--- src/rtl/idiv_pkg.sv ---
// Shared divider definitions: request type-field layout (common with the decoder)
// and FSM state encoding.
package idiv_pkg;
  localparam int IDIVTYPEBITSZ = 2;
  // Bit offsets inside the type field, relative to 2*ARCHBITSZ+CLOG2GPRCNT.
  localparam int IDIVSIGNED    = 1;
  localparam int IDIVREM       = 0;

  localparam logic [1:0] ST_IDLE = 2'd0;
  localparam logic [1:0] ST_CALC = 2'd1;
  localparam logic [1:0] ST_DONE = 2'd2;
endpackage

--- src/rtl/idiv_step.sv ---
// One combinational radix-2 restoring step: shift in dividend msb, trial-subtract,
// and shift the resulting quotient bit into the dividend/quotient register.
module idivstep #(
  parameter int W = 16
) (
  input  logic [W-1:0] rem_i,
  input  logic [W-1:0] dvd_i,
  input  logic [W-1:0] dvs_i,
  output logic [W-1:0] rem_o,
  output logic [W-1:0] dvd_o
);
  logic [W:0] sh, diff;
  logic       ge;

  assign sh   = {rem_i, dvd_i[W-1]};
  assign diff = sh - {1'b0, dvs_i};
  // rem_i < dvs_i keeps sh-dvs within (-2^W, 2^W), so the top bit is a clean borrow.
  assign ge   = ~diff[W];

  assign rem_o = ge ? diff[W-1:0] : sh[W-1:0];
  assign dvd_o = {dvd_i[W-2:0], ge};
endmodule

--- src/rtl/idiv.sv ---
// Iterative restoring integer divider (signed/unsigned, quotient or remainder).
// Optional early-out for trivial divides under `define PUIDIVFASTPATH_EN.
module idiv
  import idiv_pkg::*;
#(
  parameter int ARCHBITSZ = 16,
  parameter int GPRCNT    = 32,
  localparam int CLOG2GPRCNT = $clog2(GPRCNT)
) (
  input  logic                                         clk_i,
  input  logic                                         rst_i,
  input  logic                                         stb_i,
  input  logic [(2*ARCHBITSZ)+CLOG2GPRCNT+IDIVTYPEBITSZ-1:0] data_i,
  output logic                                         rdy_o,
  input  logic                                         ostb_i,
  output logic                                         ordy_o,
  output logic [ARCHBITSZ-1:0]                         data_o,
  output logic [CLOG2GPRCNT-1:0]                       gprid_o
);
  localparam int W    = ARCHBITSZ;
  localparam int TB   = 2*W + CLOG2GPRCNT;
  localparam int CNTW = $clog2(W+1);

  logic [1:0]             state_q, state_d;
  logic [CNTW-1:0]        cnt_q, cnt_d;
  logic                   rem_sel_q, rem_sel_d;
  logic                   dvdneg_q, dvdneg_d;
  logic                   dvsneg_q, dvsneg_d;
  logic [CLOG2GPRCNT-1:0] gprid_q, gprid_d;
  logic [W-1:0]           dvd_q, dvd_d;   // dividend, becomes quotient
  logic [W-1:0]           dvs_q, dvs_d;
  logic [W-1:0]           rem_q, rem_d;

  logic                   req_sgn;
  logic [W-1:0]           req_dvd, req_dvs, dvd_abs, dvs_abs;
  logic [W-1:0]           step_rem, step_dvd;
  logic [W-1:0]           qfix, rfix;

  assign req_sgn = data_i[TB+IDIVSIGNED];
  assign req_dvd = data_i[2*W-1:W];
  assign req_dvs = data_i[W-1:0];
  assign dvd_abs = (req_sgn && req_dvd[W-1]) ? -req_dvd : req_dvd;
  assign dvs_abs = (req_sgn && req_dvs[W-1]) ? -req_dvs : req_dvs;

  idivstep #(.W(W)) u_step (
    .rem_i (rem_q),
    .dvd_i (dvd_q),
    .dvs_i (dvs_q),
    .rem_o (step_rem),
    .dvd_o (step_dvd)
  );

  always_comb begin
    state_d   = state_q;
    cnt_d     = cnt_q;
    rem_sel_d = rem_sel_q;
    dvdneg_d  = dvdneg_q;
    dvsneg_d  = dvsneg_q;
    gprid_d   = gprid_q;
    dvd_d     = dvd_q;
    dvs_d     = dvs_q;
    rem_d     = rem_q;
    case (state_q)
      ST_IDLE: if (stb_i) begin
        state_d   = ST_CALC;
        cnt_d     = '0;
        rem_sel_d = data_i[TB+IDIVREM];
        dvdneg_d  = req_sgn & req_dvd[W-1];
        dvsneg_d  = req_sgn & req_dvs[W-1];
        gprid_d   = data_i[TB-1:2*W];
        dvd_d     = dvd_abs;
        dvs_d     = dvs_abs;
        rem_d     = '0;
`ifdef PUIDIVFASTPATH_EN
        // Preset the counter to its terminal value so CALC exits on the next edge.
        if (dvs_abs == '0 || dvd_abs < dvs_abs) begin
          cnt_d = CNTW'(W);
          dvd_d = (dvs_abs == '0) ? '1 : '0;
          rem_d = dvd_abs;
        end
`endif
      end
      ST_CALC: begin
        if (cnt_q == CNTW'(W)) begin
          state_d = ST_DONE;
        end else begin
          cnt_d = cnt_q + 1'b1;
          dvd_d = step_dvd;
          rem_d = step_rem;
        end
      end
      ST_DONE: if (ostb_i) state_d = ST_IDLE;
      default: state_d = ST_IDLE;
    endcase
  end

  always_ff @(posedge clk_i or negedge rst_i) begin
    if (!rst_i) begin
      state_q   <= ST_IDLE;
      cnt_q     <= '0;
      rem_sel_q <= 1'b0;
      dvdneg_q  <= 1'b0;
      dvsneg_q  <= 1'b0;
      gprid_q   <= '0;
      dvd_q     <= '0;
      dvs_q     <= '0;
      rem_q     <= '0;
    end else begin
      state_q   <= state_d;
      cnt_q     <= cnt_d;
      rem_sel_q <= rem_sel_d;
      dvdneg_q  <= dvdneg_d;
      dvsneg_q  <= dvsneg_d;
      gprid_q   <= gprid_d;
      dvd_q     <= dvd_d;
      dvs_q     <= dvs_d;
      rem_q     <= rem_d;
    end
  end

  // Divide-by-zero leaves quotient all-ones; remainder re-negation restores the dividend.
  assign qfix = ((dvdneg_q ^ dvsneg_q) && dvs_q != '0) ? -dvd_q : dvd_q;
  assign rfix = dvdneg_q ? -rem_q : rem_q;

  assign rdy_o   = (state_q == ST_IDLE);
  assign ordy_o  = (state_q == ST_DONE);
  assign data_o  = rem_sel_q ? rfix : qfix;
  assign gprid_o = gprid_q;
endmodule

--- config.mk ---
export PLATFORM = sky130hd
export DESIGN_NAME = idiv
export DESIGN_NICKNAME = d
export VERILOG_FILES = /design/src/rtl/idiv_pkg.sv /design/src/rtl/idiv_step.sv /design/src/rtl/idiv.sv
export SDC_FILE = /design/constraint.sdc
export NUM_CORES = 1
export LEC_CHECK = 0
export CELL_PAD_IN_SITES_DETAIL_PLACEMENT = 0
export CELL_PAD_IN_SITES_GLOBAL_PLACEMENT = 1
export CORE_AREA = 5 5 146 148
export CTS_BUF_LIST = sky130_fd_sc_hd__clkbuf_4 sky130_fd_sc_hd__clkbuf_8
export DETAILED_ROUTE_END_ITERATION = 10
export DIE_AREA = 0 0 151 153
export PLACE_DENSITY_LB_ADDON = 0.1
export SLEW_MARGIN = 20
export SYNTH_ARGS = -nofsm -noshare
export SYNTH_HDL_FRONTEND = slang
export SYNTH_SLANG_ARGS = --single-unit
--- constraint.sdc ---
create_clock -name clk_i -period 2.4 [get_ports clk_i]
set_input_delay 0.48 -clock clk_i [delete_from_list [all_inputs] [get_ports clk_i]]
set_output_delay 0.48 -clock clk_i [all_outputs]
set_load 0.05 [all_outputs]
==> impl_results.md, run 1 <==
* Syn Area/Cell at 7.95 um^2
* Clock transition at the registers of the reported paths at 70 ps
* Setup ws final at -667 ps
* Clk sinks at 63
* Crit path DAT at 2590 ps
* Failing checks: negative setup slack
* Worst setup startpoint: rem_q[1]$_DFFE_PN0P_
* Min-delay worst type: primary input to async pin
* Register area at 0.00158 mm^2
* Pre-Repair DR Iteration Count at 4
* Worst setup endpoint: data_o[11]
* Synth top area share at 0.324
* Register area share after synthesis at 0.324
* Flop-to-flop setup slack at -50 ps
* YS warnings at 0
* Synth Instances at 612
* Post-synthesis cell type count at 57
* Async S/R FF share, synth at 1.00
* Pre-CTS setup slack at -306 ps
* Skew-Pair Late Insertion Delay at 360 ps
* Worst Skew at 11.0 ps
* Grt ovf at 0
* DRT iter0 DRCs at 173
* Fill count at 2060
* Fin crit share at 1.28
* Final Cell Area at 0.00782 mm^2
* Tot GR Track Use at 0.145
* Die Wd at 151 um
* FF-to-FF Start: dvs_q[13]$_DFFE_PN0P_
* Hold Fails Final Rpt at 0
* CTS Buffer Depth at 2
* Multi-input gate area at 0.00380 mm^2
* Vias per inst at 4.69
* Synth Register Bits at 63
* Ys flop type: dfrtp_1
* Vias in the first global route at 5012
* Largest net degree at the start of global routing at 64
* Hold WS at 133 ps
* Floorplan row count at 52
* Number of flops mapped to enable cells by yosys at 0
* Cts hold-fix bufs at 0
* Worst Setup Start Kind: register
* Setup TNS at -6590 ps
* Synth top area cells: dfrtp_1, nand2_1, xnor2_1, xor2_1, ha_1
* Cts bufs inserted at 9
* Area Growth Syn to Fin at 60.8%
* DP Area at 0.00679 mm^2
* CTS tree: built
* Area leader, netlist: dfrtp_1
* Slew headroom at 0.632
* Clk root buf: clkbuf_8
* Wire per inst at 15.8 um
* Max FO, Critical Path at 3
* Die area at 0.0231 mm^2
* Die height at 153 um
* N_diodes at 0
* Worst slew pin tran at 551 ps
* WP data required at 1920 ps
* Status: complete, but fails checks
* Final WL at 16600 um
* Area of the core at 0.0199 mm^2
* Global-route wire length before repair at 26700 um
* H-tree level count at 3
* Maximum clock frequency at 326 MHz
* Final ANT Viol Nets at 0
* DP HPWL at 12600 um
* Most frequent cells after synthesis: nand2_1, dfrtp_1, nor2_1
* Final GP Congestion at 0.792
* Layout net count at 839
* R2R depth at 11
* Top-count cell post-synth: nand2_1
* Cell Area, Synth at 0.00486 mm^2
* RSZ-0062 raised after global routing: true
* # setup viols final at 29
* Slew Viols, Final at 0
* Final min period at 3070 ps
* Crit Reg-Reg Endpoint: rem_q[1]$_DFFE_PN0P_
* Syn nets at 678
* Worst Path Class, Setup: register to primary output
* Initial Util at 0.244
* Initial antenna violation count at 0
* Number of top-level pins at 66
* DRC at 0
* Max_cap viols at 0
* Critical path endpoint category: primary output
* Layout cells sized above 1 at 0.326
* Via total after detailed routing at 4913
* Count of input and output buffers at 65
-- per-stage QoR --
step / std cells / util
after detailed placement: 1018 / 0.341
after global placement: 1018 / 0.341
after floorplan: 612 / -
final: 1048 / 0.393
after global routing: 1048 / 0.393
after CTS: 1044 / 0.374
-- how the worst min path moves through the flow --
| stage | startpoint | end | slack [ps] | cells after the start |
|---|---|---|---|---|
| detailed placement | gprid_o[1]$_DFFE_PN0P_ | gprid_o[1]$_DFFE_PN0P_ | 470 | 2 |
| global route | rst_i | rem_q[15]$_DFFE_PN0P_ | 150 | 2 |
| CTS | rst_i | dvd_q[9]$_DFFE_PN0P_ | 140 | 2 |
| floorplan | rst_i | cnt_q[0]$_DFFE_PN0P_ | 180 | 0 |
| global placement | gprid_o[4]$_DFFE_PN0P_ | gprid_o[4]$_DFFE_PN0P_ | 460 | 2 |
| finish | rst_i | rem_q[15]$_DFFE_PN0P_ | 130 | 2 |
-- per-layer routing --
layer,wire length (um),global-route usage,share of wire,vias to the layer above
li1,-,-,-,2462
met1,8160,0.207,0.49,2356
met2,7700,0.226,0.46,76
met3,485,0.0252,0.029,19
met4,263,0.0406,0.016,0
met5,0,0,0,-
-- cells by family (layout without fill, tap and decap cells) --
| kind of cell | count (synthesis) | count (layout) | synth area share |
|---|---|---|---|
| XOR/XNOR | 67 | 67 | 0.121 |
| adder cells (fa/ha/maj) | 23 | 23 | 0.0607 |
| multiplexers | 16 | 16 | 0.0329 |
| AO/OA/AOI/OAI | 169 | 169 | 0.213 |
| AND/OR/NAND/NOR | 215 | 216 | 0.202 |
| flip-flops | 63 | 63 | 0.324 |
| buffers and inverters | 59 | 224 | 0.0466 |
-- worst max-delay path, stage by stage, from the launching register on --
cell	delay (ps)
dfrtp_1	390
nor3_2	200
nand2_1	90
or3_4	330
or4_4	470
buf_4	170
o21ai_4	140
xor2_2	200
a21oi_4	80
buf_12	150
-- layout make-up --
type / count / share of cell area
clock inverter: 7 / 0.0125
clock buffer: 9 / 0.0158
sequential: 63 / 0.202
tap: 270 / 0.0432
multi-input combinational: 491 / 0.486
timing repair buffer: 178 / 0.225
inverter: 30 / 0.0160
-- layout by cell type, fill, tap and decap left out, types with 6 or more instances in the layout --
cell,n
o31ai_1,7
buf_12,19
or3_1,6
clkbuf_8,9
buf_4,100
nand2b_1,8
a21oi_1,26
xor2_1,25
nand2_1,88
xnor2_1,31
inv_1,25
dfrtp_1,62
a21oi_4,9
xor2_2,7
o21ai_0,37
clkdlybuf4s50_1,48
o21ai_1,20
a21o_1,6
buf_6,8
ha_4,6
ha_1,15
a31oi_1,6
nor2_1,47
nand3_1,6
a21oi_2,11
mux2i_1,13
-- sequential cells by signal (all words and copies together), names as in the netlist --
name       flops
gprid_o        5
dvdneg_q       1
dvs_q         16
dvsneg_q       1
cnt_q          5
dvd_q         16
rem_q         16
state_q        2
rem_sel_q      1
-- what timing repair did --
item                       4_1_cts  5_1_grt
pin swaps                       20       34
resized for setup               67       73
setup endpoints to repair       32       33
setup buffers                    8        8
gates cloned                     3        1
Power of run 1 is not shown: default switching activity piles up to over one toggle a cycle in this logic, so the estimate is an artifact.
==> inputs of run 2 (changes only) <==
--- a/config.mk
+++ b/config.mk
@@ -11,7 +11,7 @@
 export CTS_BUF_LIST = sky130_fd_sc_hd__clkbuf_4 sky130_fd_sc_hd__clkbuf_8
 export DETAILED_ROUTE_END_ITERATION = 10
 export DIE_AREA = 0 0 151 153
-export PLACE_DENSITY_LB_ADDON = 0.1
+export PLACE_DENSITY_LB_ADDON = 0.3
 export SLEW_MARGIN = 20
 export SYNTH_ARGS = -nofsm -noshare
 export SYNTH_HDL_FRONTEND = slang
==> constraint.sdc (replaced) <==
create_clock -name clk_i -period 3.54 [get_ports clk_i]
set_input_delay 0.708 -clock clk_i [delete_from_list [all_inputs] [get_ports clk_i]]
set_output_delay 0.708 -clock clk_i [all_outputs]
set_load 0.05 [all_outputs]
==> impl_results.md, run 2 (synthesized netlist as in run 1, its figures left out) <==
* Final WL at 14000 um (-15%)
* RSZ-0062 raised after global routing: true
* N_diodes at 0 (unchanged)
* Fill count at 2167 (+5.2%)
* Most frequent cells in the layout: nand2_1, dfrtp_1, nor2_1, clkdlybuf4s50_1
* Crit path DAT at 2700 ps (+110 ps)
* Cts bufs inserted at 9 (unchanged)
* Tot GR Track Use at 0.124 (-0.0210)
* Post-CTS sizing at 2 (-97%)
* Final min period at 3410 ps
* Clk root buf: clkbuf_8
* Post-route insts no fill at 945 (-9.8%)
* Vias in the first global route at 4461 (-11%)
* Count of input and output buffers at 65 (unchanged)
* Layout cells sized above 1 at 0.0815 (-0.245)
* Status: complete, no violations
* Grt ovf at 0 (unchanged)
* Register area at 0.00158 mm^2 (about the same)
* CTS Buffer Depth at 2 (unchanged)
* DRT iter0 DRCs at 196 (+13%)
* Pre-Repair DR Iteration Count at 5 (+1)
* Slew Viols, Final at 0 (unchanged)
* DP HPWL at 11200 um (-11%)
* Die Wd at 151 um (unchanged)
* Final ANT Viol Nets at 0 (unchanged)
* Number of top-level pins at 66 (unchanged)
* WP data required at 2830 ps (+910 ps)
* Fin crit share at 0.964
* Max_cap viols at 0 (unchanged)
* Slew headroom at 0.519 (-0.113)
* Multi-input gate area at 0.00309 mm^2 (-19%)
* CTS tree: built
* Worst slew pin tran at 715 ps (+164 ps)
* Worst Skew at 12.3 ps (+1.33 ps)
* Maximum clock frequency at 293 MHz
* Initial Util at 0.244 (unchanged)
* Clk sinks at 63 (unchanged)
* Worst Setup Start Kind: register
* Skew-Pair Late Insertion Delay at 360 ps (about the same)
* Final GP Congestion at 0.817 (+3.2%)
* Setup bufs post-CTS at 0 (-8)
* Critical path endpoint category: primary output
* Global-route wire length before repair at 23100 um (-14%)
* Layout net count at 736 (-12%)
* Die height at 153 um (unchanged)
* FF-to-FF Start: dvd_q[15]$_DFFE_PN0P_
* Worst Path Class, Setup: register to primary output
* Cts hold-fix bufs at 0 (unchanged)
* Vias per inst at 4.67 (-0.30%)
* Largest net degree at the start of global routing at 46 (-28%)
* Hold Fails Final Rpt at 0 (unchanged)
* Worst setup startpoint: rem_q[0]$_DFFE_PN0P_
* Die area at 0.0231 mm^2 (unchanged)
* Hold WS at 343 ps (+210 ps)
* Clock transition at the registers of the reported paths at 80 ps (about the same)
* Floorplan row count at 52 (unchanged)
* # setup viols final at 0 (-100%)
* Max FO, Critical Path at 5 (+2)
* H-tree level count at 3 (unchanged)
* Via total after detailed routing at 4417 (-10%)
* Min-delay worst type: primary input to async pin
* DRC at 0 (unchanged)
* Most common cell after layout, fill and taps aside: nand2_1
* Area Growth Syn to Fin at 26.1%
* DP Area at 0.00587 mm^2 (-14%)
* Util after Layout at 0.308 (-0.0849)
* Wire per inst at 14.9 um (-6.3%)
* Cells after DPL at 929 (-8.7%)
* Largest registers: dvd_q: 16 flops, dvs_q: 16 flops, rem_q: 16 flops
* Final Cell Area at 0.00613 mm^2 (-22%)
* Area of the core at 0.0199 mm^2 (unchanged)
* Initial antenna violation count at 0 (unchanged)
==> run 2: cell types whose count changed in the layout (fill, tap and decap cells not counted), moves of 8 or more <==
| cell | before | now |
|---|---|---|
| buf_4 | 100 | 19 |
| a21oi_1 | 26 | 43 |
| buf_12 | 19 | 6 |
| a21oi_4 | 9 | 0 |
| nand2_1 | 88 | 97 |
| a21oi_2 | 11 | 3 |
| buf_6 | 8 | 0 |
| xor2_1 | 25 | 33 |
==> run 2: cell type report <==
class	instances	share of cell area
Inverter	30	0.0184
Clock inverter	5	0.0173
Clock buffer	11	0.0226
Sequential cell	63	0.257
Multi-Input combinational cell	490	0.504
Timing Repair Buffer	76	0.126
Tap cell	270	0.0551
==> run 2: worst paths after layout <==
kind,depth (start not counted),slack (ps),to
worst min-delay path,1,340,dvd_q[4]$_DFFE_PN0P_
worst max register to register,10,680,rem_q[7]$_DFFE_PN0P_
min in group clk_i,2,490,gprid_o[3]$_DFFE_PN0P_
worst min register to register,2,490,gprid_o[3]$_DFFE_PN0P_
max in group asynchronous,2,2550,dvs_q[5]$_DFFE_PN0P_
worst max-delay path,10,130,data_o[14]
==> run 2: per-stage QoR <==
step	TNS, ps	setup WS, ps
5_1_grt	-10.1	-10.1
6_report	0	128
3_3_place_gp	0	325
4_1_cts	0	66.7
3_5_place_dp	0	305
2_1_floorplan	0	272
==> run 2: worst max-delay path, cell delays in order, from the launching register on <==
cell	delay, ps
dfrtp_1	440
inv_1	150
ha_1	180
nand2b_1	80
or4_1	450
nor2_1	120
nand2_1	110
o21ai_0	230
xor2_1	90
a21oi_1	310
buf_12	180
==> run 2: layer usage <==
| layer | vias up | routed length, um | part of all wire | GRT usage |
|---|---|---|---|---|
| met5 | - | 0 | 0 | 0 |
| met4 | 0 | 136 | 0.0097 | 0.0311 |
| met3 | 6 | 555 | 0.040 | 0.0296 |
| met2 | 68 | 6460 | 0.46 | 0.191 |
| met1 | 2092 | 6890 | 0.49 | 0.175 |
| li1 | 2251 | - | - | - |
Power of run 2 is left out for the same reason.
==> inputs of run 3 (changes only) <==
--- a/config.mk
+++ b/config.mk
@@ -7,12 +7,13 @@
 export LEC_CHECK = 0
 export CELL_PAD_IN_SITES_DETAIL_PLACEMENT = 0
 export CELL_PAD_IN_SITES_GLOBAL_PLACEMENT = 1
-export CORE_AREA = 5 5 146 148
+export CORE_AREA = 5 5 150 152
 export CTS_BUF_LIST = sky130_fd_sc_hd__clkbuf_4 sky130_fd_sc_hd__clkbuf_8
 export DETAILED_ROUTE_END_ITERATION = 10
-export DIE_AREA = 0 0 151 153
+export DIE_AREA = 0 0 155 157
 export PLACE_DENSITY_LB_ADDON = 0.3
 export SLEW_MARGIN = 20
 export SYNTH_ARGS = -nofsm -noshare
 export SYNTH_HDL_FRONTEND = slang
+export SYNTH_HIERARCHICAL = 1
 export SYNTH_SLANG_ARGS = --single-unit
==> impl_results.md, run 3 <==
* WP data required at 2830 ps (about the same)
* Most frequent cells after synthesis: nand2_1, o21ai_0, dfrtp_1
* CP Cell Sequence: buf_4 > or4_4 > o41a_4 > o31ai_2 > xor2_1 > mux2i_1 > buf_12
* DRT iter0 DRCs at 200 (+2.0%)
* Synth Instances at 631 (+3.1%)
* Ys flop type: dfrtp_1
* Met2 GRT Util at 0.208 (+0.0171)
* CP max stage delay at 570 ps (+120 ps)
* GRT met3 Usage at 0.0168 (-0.0128)
* Initial antenna violation count at 0 (unchanged)
* Tot GR Track Use at 0.119 (-0.00508)
* Worst Skew at 8.86 ps (-3.45 ps)
* Crit path buffers/inverters at 2 (unchanged)
* Area of the core at 0.0209 mm^2 (+4.9%)
* Synth Register Bits at 63 (unchanged)
* Grt ovf at 0 (unchanged)
* DRC at 0 (unchanged)
* Fin crit share at 0.974 (+0.00996)
* Die area at 0.0243 mm^2 (+5.3%)
* Worst Setup Start Kind: register
* Largest net degree at the start of global routing at 38 (-17%)
* Vias in the first global route at 4566 (+2.4%)
* Met1 usage at 0.147 (-0.0277)
* Register area at 0.00158 mm^2 (+0.16%)
* YS warnings at 6 (+6)
* Pre-Repair DR Iteration Count at 4 (-1)
* Worst Path Class, Setup: register to primary output
* RSZ-0062 raised after global routing: false
* Layout net count at 766 (+4.1%)
* Cts hold-fix bufs at 0 (unchanged)
* Count of input and output buffers at 65 (unchanged)
* Die height at 157 um (+2.6%)
* Min-delay worst type: primary input to async pin
* Skew-Pair Late Insertion Delay at 360 ps (about the same)
* Register area share after synthesis at 0.304 (-0.0199)
* Most common cell after layout, fill and taps aside: nand2_1
* Via total after detailed routing at 4547 (+2.9%)
* Most frequent cells in the layout: nand2_1, o21ai_0, dfrtp_1, clkdlybuf4s50_1, xor2_1
* Die Wd at 155 um (+2.6%)
* Clock transition at the registers of the reported paths at 70 ps (about the same)
* Final WL at 14400 um (+2.5%)
* Cell Area, Synth at 0.00518 mm^2 (+6.5%)
* Area leader, netlist: dfrtp_1
* Wire per inst at 14.7 um (-1.1%)
* # setup viols final at 0 (unchanged)
* Initial Util at 0.248 (+0.00375)
* Status: complete, no violations
* Synth top area share at 0.304 (-0.0199)
* Vias per inst at 4.64 (-0.73%)
* Fill count at 2217 (+2.3%)
* Largest registers: dvd_q: 16 flops, dvs_q: 16 flops, rem_q: 16 flops
* Max FO, Critical Path at 8 (+3)
* Post-synthesis cell type count at 65 (+14%)
* Cts bufs inserted at 9 (unchanged)
* Syn Area/Cell at 8.21 um^2 (+3.3%)
* Setup TNS at 0 ps (unchanged)
* Final GP Congestion at 0.791 (-3.2%)
* Number of flops mapped to enable cells by yosys at 0 (unchanged)
* CTS tree: built
* Busiest layer in global routing: met2
* Floorplan row count at 53 (+1.9%)
* R2R depth at 11 (+1)
* Crit Reg-Reg Endpoint: rem_q[4]$_DFFE_PN0P_
* Worst slew pin tran at 904 ps (+189 ps)
* Maximum clock frequency at 290 MHz (-1.0%)
* Top-count cell post-synth: nand2_1
* CTS Buffer Depth at 2 (unchanged)
* Area Growth Syn to Fin at 28.3%
* Global-route wire length before repair at 23200 um (+0.69%)
* Max_cap viols at 0 (unchanged)
* H-tree level count at 3 (unchanged)
* Number of top-level pins at 66 (unchanged)
* Flop-to-flop setup slack at 210 ps (-470 ps)
* Syn nets at 697 (+2.8%)
* Slowest cell on crit path: or4_4
* DP HPWL at 11100 um (about the same)
* Layout cells sized above 1 at 0.152 (+0.0703)
* Slew headroom at 0.397 (-0.122)
* Async S/R FF share, synth at 1.00 (unchanged)
* Critical path endpoint category: primary output
* Final ANT Viol Nets at 0 (unchanged)
* FF-to-FF Start: rem_q[1]$_DFFE_PN0P_
* Slew Viols, Final at 0 (unchanged)
* Synth top area cells: dfrtp_1, nand2_1, xor2_1, o21ai_0, ha_1
* Clk sinks at 63 (unchanged)
* N_diodes at 0 (unchanged)
* Clk root buf: clkbuf_8
* Final min period at 3450 ps (+35.3 ps)
* Top delay family on crit path: compound AO/OA/AOI/OAI gates
* Multi-input gate area at 0.00333 mm^2 (+7.9%)
* Crit path DAT at 2740 ps (+40 ps)
* Hold Fails Final Rpt at 0 (unchanged)
==> run 3: layout make-up <==
cell class / count / area share
inverter: 35 / 0.0198
sequential: 63 / 0.237
tap: 275 / 0.0517
multi-input combinational: 493 / 0.501
clock inverter: 5 / 0.00847
timing repair buffer: 98 / 0.159
clock buffer: 11 / 0.0228
==> run 3: what timing repair did <==
action | CTS | global route
gates resized for setup | 10 | 7
setup buffers | 2 | 4
endpoints found under the hold margin | 0 | 0
pin swaps | 4 | 5
endpoints found under the setup margin | 13 | 24
gates cloned | 0 | 1
==> run 3: how the worst max path moves through the flow <==
stage,slack (ps),start,depth (start not counted),endpoint
6_report,90,dvs_q[1]$_DFFE_PN0P_,7,data_o[7]
2_1_floorplan,80,dvs_q[1]$_DFFE_PN0P_,5,data_o[2]
5_1_grt,1,dvs_q[1]$_DFFE_PN0P_,7,data_o[7]
3_3_place_gp,10,dvd_q[15]$_DFFE_PN0P_,13,rem_q[0]$_DFFE_PN0P_
3_5_place_dp,2,dvd_q[15]$_DFFE_PN0P_,12,rem_q[4]$_DFFE_PN0P_
4_1_cts,4,dvs_q[1]$_DFFE_PN0P_,7,data_o[8]
==> run 3: stage by stage <==
step | setup WS (ps) | hold slack [ps] | std cells | instance area [um^2] | util
after detailed placement | 1.80 | 469 | 959 | 6320 | 0.302
after global routing | 1.36 | 514 | 980 | 6650 | 0.318
after CTS | 4.39 | 491 | 975 | 6560 | 0.314
after global placement | 12.9 | 462 | 959 | 6320 | 0.302
after floorplan | 75.5 | 412 | 631 | 5180 | -
final | 92.7 | 471 | 980 | 6650 | 0.318
==> run 3: cell families (layout without fill, tap and decap cells) <==
| kind of cell | Yosys count | after routing | share of synthesized area |
|---|---|---|---|
| adder cells (fa/ha/maj) | 23 | 23 | 0.0570 |
| AND/OR/NAND/NOR | 214 | 214 | 0.194 |
| AO/OA/AOI/OAI | 157 | 157 | 0.194 |
| XOR/XNOR | 67 | 68 | 0.115 |
| multiplexers | 31 | 31 | 0.0683 |
| flip-flops | 63 | 63 | 0.304 |
| buffers and inverters | 76 | 149 | 0.0683 |
==> run 3: per-layer routing <==
| layer | up-vias | share of wire |
|---|---|---|
| met5 | - | 0 |
| li1 | 2328 | - |
| met3 | 16 | 0.021 |
| met4 | 0 | 0.025 |
| met2 | 62 | 0.49 |
| met1 | 2141 | 0.46 |
Power of run 3 is left out for the same reason.
